==> config.mk <==
export PLATFORM = sky130hd
export DESIGN_NAME = jtframe_ioctl_rx
export DESIGN_NICKNAME = d
export VERILOG_FILES = /design/src/rtl/jtframe_ioctl_pkg.sv /design/src/rtl/jtframe_spi_byte_rx.sv /design/src/rtl/jtframe_ioctl_rx.sv
export SDC_FILE = /design/constraint.sdc
export NUM_CORES = 1
export LEC_CHECK = 0
export BUFFER_PORTS_ARGS = -buffer_cell sky130_fd_sc_hd__buf_4
export CAP_MARGIN = 20
export CORE_ASPECT_RATIO = 0.5
export CORE_MARGIN = 4
export CORE_UTILIZATION = 48
export DETAILED_ROUTE_END_ITERATION = 7
export PLACE_DENSITY = 0.76
export SLEW_MARGIN = 20
export SYNTH_ARGS = -nofsm -noshare
export SYNTH_HDL_FRONTEND = slang
export SYNTH_SLANG_ARGS = --single-unit
==> constraint.sdc <==
create_clock -name clk -period 1.9 [get_ports clk]
set_input_delay 0.38 -clock clk [delete_from_list [all_inputs] [get_ports clk]]
set_output_delay 0.38 -clock clk [all_outputs]
set_load 0.02 [all_outputs]
==> src/rtl/jtframe_ioctl_pkg.sv <==
// ============================================================================
//  Module      : jtframe_ioctl_pkg
//  Description : data_io file-transfer command codes and receiver FSM states.
//  Revision    : 1.0 - initial release
// ============================================================================
`default_nettype none

package jtframe_ioctl_pkg;

    localparam logic [7:0] UIO_FILE_TX     = 8'h53;
    localparam logic [7:0] UIO_FILE_TX_DAT = 8'h54;
    localparam logic [7:0] UIO_FILE_INDEX  = 8'h55;

    typedef enum logic [2:0] {
        IDLE    = 3'd0,
        CMD     = 3'd1,
        FTX_ARG = 3'd2,
        IDX_ARG = 3'd3,
        DATA    = 3'd4,
        IGNORE  = 3'd5
    } ioctl_state_e;

endpackage

`default_nettype wire

==> src/rtl/jtframe_spi_byte_rx.sv <==
// ============================================================================
//  Module      : jtframe_spi_byte_rx
//  Description : SPI pin synchronizers, SCK rising-edge detect and byte framing.
//  Revision    : 1.0 - initial release
// ============================================================================
`default_nettype none

module jtframe_spi_byte_rx (
    input  logic       clk,
    input  logic       rst,
    input  logic       spi_sck,
    input  logic       spi_di,
    input  logic       spi_ss,
    output logic [7:0] rx_byte,
    output logic       byte_valid,
    output logic       ss_active
);

    logic       sck_meta_q, sck_meta_d, sck_sync_q, sck_sync_d, sck_prev_q, sck_prev_d;
    logic       di_meta_q,  di_meta_d,  di_sync_q,  di_sync_d;
    logic       ss_meta_q,  ss_meta_d,  ss_sync_q,  ss_sync_d;
    logic [2:0] cnt_q, cnt_d;
    logic [7:0] shift_q, shift_d;
    logic       sck_rise;

    always_comb begin
        sck_meta_d = spi_sck;
        sck_sync_d = sck_meta_q;
        sck_prev_d = sck_sync_q;
        di_meta_d  = spi_di;
        di_sync_d  = di_meta_q;
        ss_meta_d  = spi_ss;
        ss_sync_d  = ss_meta_q;

        sck_rise   = sck_sync_q & ~sck_prev_q;
        ss_active  = ~ss_sync_q;
        rx_byte    = {shift_q[6:0], di_sync_q};
        // The counter only reaches 7 while the frame was open, so a bit-8 edge
        // arriving together with SS2 release still completes its byte.
        byte_valid = sck_rise && (cnt_q == 3'd7);

        cnt_d      = cnt_q;
        shift_d    = shift_q;
        if (!ss_active) begin
            cnt_d = 3'd0;
        end else if (sck_rise) begin
            cnt_d   = cnt_q + 3'd1;
            shift_d = rx_byte;
        end
    end

    always_ff @(posedge clk) begin
        if (rst) begin
            sck_meta_q <= 1'b0;
            sck_sync_q <= 1'b0;
            sck_prev_q <= 1'b0;
            di_meta_q  <= 1'b0;
            di_sync_q  <= 1'b0;
            ss_meta_q  <= 1'b1;
            ss_sync_q  <= 1'b1;
            cnt_q      <= 3'd0;
            shift_q    <= 8'd0;
        end else begin
            sck_meta_q <= sck_meta_d;
            sck_sync_q <= sck_sync_d;
            sck_prev_q <= sck_prev_d;
            di_meta_q  <= di_meta_d;
            di_sync_q  <= di_sync_d;
            ss_meta_q  <= ss_meta_d;
            ss_sync_q  <= ss_sync_d;
            cnt_q      <= cnt_d;
            shift_q    <= shift_d;
        end
    end

endmodule

`default_nettype wire

==> src/rtl/jtframe_ioctl_rx.sv <==
// ============================================================================
//  Module      : jtframe_ioctl_rx
//  Description : data_io SPI download receiver producing the ioctl write stream.
//                JTFRAME_IOCTL_SUM_EN enables the 16-bit running byte sum.
//  Revision    : 1.0 - initial release
// ============================================================================
`default_nettype none

module jtframe_ioctl_rx
    import jtframe_ioctl_pkg::*;
#(
    parameter int AW = 22
) (
    input  logic          clk,
    input  logic          rst,
    input  logic          SPI_SCK,
    input  logic          SPI_DI,
    input  logic          SPI_SS2,
    output logic          downloading,
    output logic [7:0]    ioctl_index,
    output logic [AW-1:0] ioctl_addr,
    output logic [7:0]    ioctl_data,
    output logic          ioctl_wr,
    output logic [15:0]   ioctl_sum
);

    logic [7:0]   rx_byte;
    logic         byte_valid;
    logic         ss_active;

    ioctl_state_e state_q, state_d;
    logic         dl_q, dl_d;
    logic [7:0]   index_q, index_d;
    logic [AW-1:0] addr_q, addr_d;
    logic [7:0]   data_q, data_d;
    logic         wr_q, wr_d;
    logic         dl_start;

    jtframe_spi_byte_rx u_byte_rx (
        .clk        (clk),
        .rst        (rst),
        .spi_sck    (SPI_SCK),
        .spi_di     (SPI_DI),
        .spi_ss     (SPI_SS2),
        .rx_byte    (rx_byte),
        .byte_valid (byte_valid),
        .ss_active  (ss_active)
    );

    // Only a fresh start of a transfer rewinds the address and the sum.
    assign dl_start = (state_q == FTX_ARG) && byte_valid && (rx_byte != 8'd0) && !dl_q;

    always_comb begin
        state_d = state_q;
        dl_d    = dl_q;
        index_d = index_q;
        data_d  = data_q;
        wr_d    = 1'b0;
        addr_d  = wr_q ? addr_q + {{(AW-1){1'b0}}, 1'b1} : addr_q;
        if (dl_start) begin
            addr_d = '0;
        end

        case (state_q)
            IDLE: begin
                if (ss_active) state_d = CMD;
            end
            CMD: begin
                if (byte_valid) begin
                    case (rx_byte)
                        UIO_FILE_TX:     state_d = FTX_ARG;
                        UIO_FILE_TX_DAT: state_d = DATA;
                        UIO_FILE_INDEX:  state_d = IDX_ARG;
                        default:         state_d = IGNORE;
                    endcase
                end
            end
            FTX_ARG: begin
                if (byte_valid) begin
                    dl_d    = (rx_byte != 8'd0);
                    state_d = IGNORE;
                end
            end
            IDX_ARG: begin
                if (byte_valid) begin
                    index_d = rx_byte;
                    state_d = IGNORE;
                end
            end
            DATA: begin
                if (byte_valid && dl_q) begin
                    wr_d   = 1'b1;
                    data_d = rx_byte;
                end
            end
            IGNORE: ;
            default: state_d = IDLE;
        endcase

        // A byte completed in the same cycle as SS2 release is handled above first.
        if (!ss_active) begin
            state_d = IDLE;
        end
    end

    always_ff @(posedge clk) begin
        if (rst) begin
            state_q <= IDLE;
            dl_q    <= 1'b0;
            index_q <= 8'd0;
            addr_q  <= '0;
            data_q  <= 8'd0;
            wr_q    <= 1'b0;
        end else begin
            state_q <= state_d;
            dl_q    <= dl_d;
            index_q <= index_d;
            addr_q  <= addr_d;
            data_q  <= data_d;
            wr_q    <= wr_d;
        end
    end

`ifdef JTFRAME_IOCTL_SUM_EN
    logic [15:0] sum_q, sum_d;

    always_comb begin
        sum_d = sum_q;
        if (dl_start) begin
            sum_d = 16'd0;
        end else if (wr_q) begin
            sum_d = sum_q + {8'd0, data_q};
        end
    end

    always_ff @(posedge clk) begin
        if (rst) begin
            sum_q <= 16'd0;
        end else begin
            sum_q <= sum_d;
        end
    end

    assign ioctl_sum = sum_q;
`else
    assign ioctl_sum = 16'd0;
`endif

    assign downloading = dl_q;
    assign ioctl_index = index_q;
    assign ioctl_addr  = addr_q;
    assign ioctl_data  = data_q;
    assign ioctl_wr    = wr_q;

endmodule

`default_nettype wire

# Word-level counts from Yosys, hierarchy flattened
# Cells that the tools add are included.
# totals
regBits,60
inputBits,5
word_cells,56
# op_classes
addsub,2
eq_ne,11
muxes,5
bitwise,5
n_reduce_logical,18
# op_table
op,count
$eq 8x7->1 const B,3
$add 22x1->22 const B,1
$pmux 3 s4,1
$reduce_or 2->1,5
$eq 3x3->1 const B,3
$pmux 3 s3,1
$reduce_and 2->1,4
$reduce_bool 8->1,1
$eq 3x2->1 const B,2
$mux 3,2
$logic_and 1x1->1,5
$not 1->1,4
$add 3x1->3 const B,1
$eq 3x1->1 const B,1
$logic_not 3->1,1
$reduce_and 3->1,1
$ne 2x1->1 const B,1
$ne 2x2->1 const B,1
$and 1x1->1,1
$logic_not 1->1,1
$mux 1,1

# Depth between registers and ports, before layout
# depth
word_depth,7
ltp_mapped,7
depth_no_buf,6

# By module
# A second synthesis with hierarchy kept.
# hier_totals
hier_cells,295
hier_area_um2,2571.2
# modules_own_cells
mod,n_inst,cells_each,area_per_inst_um2,seq_area_each_um2
jtframe_ioctl_rx,1,234,1975.6,860.8
jtframe_spi_byte_rx,1,61,595.6,340.3

# Worst setup path before layout
# No wires, ideal clock.
# synth_timing
path_kind,register to register
startpoint,"register addr_q[0], in the netlist ioctl_addr[0]"
endpoint,"register addr_q[20], in the netlist ioctl_addr[20]"
setup_ps,71
arrival_ps,1946
t_required_ps,1829
path_slack_ps,-117
stages_incl_launch_ff,6
n_path_buf,0
path_cell_list,dfxtp_1 > ha_1 > nand4_1 > or4_1 > or3_1 > a21oi_1
# synth_via
elab_chain_cells,1
# synth_rtl
item,line_no,rtl
"start, declared",jtframe_ioctl_rx.sv:34,"logic [AW-1:0] addr_q, addr_d;"
"start signal, assigned",jtframe_ioctl_rx.sv:118,addr_q <= addr_d;
$add 22x1->22,jtframe_ioctl_rx.sv:59,"addr_d = wr_q ? addr_q + {{(AW-1){1'b0}}, 1'b1} : addr_q;"
# No other way between the ends.
# A chain may end at the register's enable or synchronous reset.

# Worst setup path after layout
# layout_timing
startpoint,"register addr_q[13], in the netlist ioctl_addr[13]"
endpoint,"register addr_q[17], in the netlist ioctl_addr[17]"
# The elaborated chain is that of the path after synthesis.

==> impl_metrics.json <==
{
  "io_pins": 61,
  "via_count": 1977,
  "run_status": "finished clean",
  "floorplan_die_area_mm2": 0.00659,
  "cts_tree": "done",
  "grt_pass1_wl_mm": 7.86,
  "final.setup.tns_ns": 0,
  "preCtsSetupSlack_ns": 0.0833,
  "timing.max_cap.violations": 0,
  "postCtsHoldBufs": 0,
  "tritoncts.num_buffers": 9,
  "drtIter0Drc": 91,
  "cp.required_ns": 2.15,
  "critical_path.max_stage_delay_ns": 0.63,
  "grt_use_total_pct": 14.7,
  "rows": 18,
  "critPathLaunchType": "flip-flop",
  "slew_violations": 0,
  "crit_chain": "nand4_1 > or4_4 > or3_1 > a21oi_1",
  "dr.pass1.iters": 4,
  "die-width_um": 111,
  "htree_num_levels": 3,
  "dominantRegCellSynth": "dfxtp_1",
  "antenna_cells": 0,
  "synthesis.instances": 276,
  "count_of_unresolved_drc_violations_after_routing": 0,
  "power_mw": 2.56,
  "final_min_period_over_clock_period_pct": 93.6,
  "final-hold-violation-count": 0,
  "synth_sequential_area_ratio_pct": 47.3,
  "path_class": "flip-flop to flip-flop",
  "clock_insertion_delay_worst_skew_ns": 0.33,
  "critPathTopFamily": "simple AND/OR/NAND/NOR gates",
  "slowest_stage": "or4_4",
  "postRouteAntennaNets": 0,
  "fin_util_pct": 63.5,
  "number_of_setup_violations_in_the_final_report": 0,
  "cts.sink_count": 60,
  "async_reset_ff_share_pct": 0,
  "layout-drive-gt1-share_pct": 25.6,
  "ctsRootBufferMaster": "clkbuf_8",
  "rsz0062_at_grt": "false",
  "synth_cell_type_count": 35,
  "worstPathBufferInverterCount": 0,
  "synth_area_leaders": "dfxtp_1, mux2i_1, nor2_1",
  "avgRoutedWirePerCell_um": 11.8,
  "placed_cell_area_mm2": 0.00296,
  "grt_antenna_before_repair": 0,
  "power.static_leakage_nw": 1.32,
  "critPathArrivalTime_ns": 2.03,
  "initial_core_util_pct": 50.6,
  "timing.hold.worst.class": "primary input to flip-flop",
  "finalNonFillerCells": 406,
  "cells_after_dpl": 390,
  "synth.cell_area_mm2": 0.00254,
  "vias_per_cell": 4.87,
  "setup_ws_ns": 0.121,
  "core_area_mm2": 0.00502,
  "yosys.cell_count.top_type": "dfxtp_1",
  "area_growth_pct": 25.5,
  "global_route_overflow": 0,
  "vias_in_the_first_global_route": 1831,
  "detail_route.wirelength_mm": 4.80,
  "fmaxAchievable_mhz": 562,
  "fin_crit_ns": 1.78,
  "finalWeightedCongestion": 0.862,
  "power.density_mw_per_mm2": 803,
  "cp_max_fo": 7,
  "place_hpwl_mm": 3.46,
  "ctsLongestPathBuffers": 2,
  "clk_pin_slew_worst_setup_hold_paths_ns": 0.07,
  "timing.critical_path.to_type": "flip-flop",
  "hold_ws_ns": 0.238,
  "die_h_um": 59.4,
  "yosysWarnings": 0,
  "post_synth_edffs": 0,
  "max-vdd-ir-drop_mv": 0.454,
  "clock-skew-final_ns": 0.00884,
  "stdcell_area_mm2": 0.00319,
  "yosysTopAreaCell": "dfxtp_1",
  "ys_ff_latch": 60,
  "number_of_port_buffers": 44,
  "grt_start_max_net_pins": 35,
  "post-synth-top-area-fraction_pct": 47.3,
  "syn-mean-instance-area_um2": 9.20,
  "fin_nets": 339,
  "ys_top_cells_by_count": "dfxtp_1, nor2_1, mux2i_1, buf_4"
}
-- final timing paths --
check / cells past startpoint / end / start / slack, ns
setup reg to reg: 4 / ioctl_addr[17]$_SDFFE_PP0P_ / ioctl_addr[13]$_SDFFE_PP0P_ / 0.12
setup / recovery: 4 / ioctl_addr[17]$_SDFFE_PP0P_ / ioctl_addr[13]$_SDFFE_PP0P_ / 0.12
hold reg to reg: 1 / u_byte_rx.ss_sync_q$_SDFF_PP1_ / u_byte_rx.ss_meta_q$_SDFF_PP1_ / 0.42
hold / removal: 2 / u_byte_rx.ss_meta_q$_SDFF_PP1_ / SPI_SS2 / 0.24
-- cell type report --
cell class / count / area (um2)
clock buffer: 10 / 128
clock inverter: 6 / 88.8
fill: 414 / 1830
inverter: 4 / 15.0
multi-input combinational: 196 / 1210
sequential: 60 / 1200
tap: 70 / 87.6
timing repair buffer: 60 / 450
-- cell usage in the layout, fill, tap and decap left out, types with 6 or more instances in the layout --
| cell type | instances |
|---|---|
| nand3_1 | 6 |
| nor2_1 | 48 |
| xnor2_1 | 13 |
| mux2i_1 | 27 |
| clkbuf_8 | 9 |
| a21oi_1 | 10 |
| nor2b_1 | 9 |
| nand2_1 | 11 |
| conb_1 | 16 |
| buf_4 | 60 |
| dfxtp_1 | 57 |
| nand4_1 | 6 |
| o21ai_0 | 6 |
| or3_1 | 7 |
-- where the power goes --
part | switching, mW | internal (mW) | leakage [nW]
combinational | 0.0533 | 0.0164 | 0.727
sequential | 0.00422 | 1.26 | 0.486
clock | 0.484 | 0.738 | 0.102
-- registers in the layout (all words and copies together), names as in the netlist, 3 cells and up --
signal	count
ioctl_addr	22
state_q	3
u_byte_rx.shift_q	7
ioctl_index	8
u_byte_rx.cnt_q	3
ioctl_data	8
-- logic make-up after synthesis --
family	share of synthesized area (%)
compound gates	4.73
mux	10.6
other cells	0.148
simple gates	22.2
flops	47.3
fa+ha+maj	1.48
buf+inv	7.64
xor+xnor	5.86
-- metal layers --
layer / global-route usage, % / share of wire, %
met5: 0 / 0
met3: 6.12 / 6.4
met1: 16.4 / 46
met2: 25.9 / 47
met4: 5.44 / 1.0
-- repair_timing --
item,in CTS,in global routing
setup buffers,0,0
gates resized for setup,0,4
endpoints found under the setup margin,0,12
No activity file was read; power rests on OpenSTA's default activity.
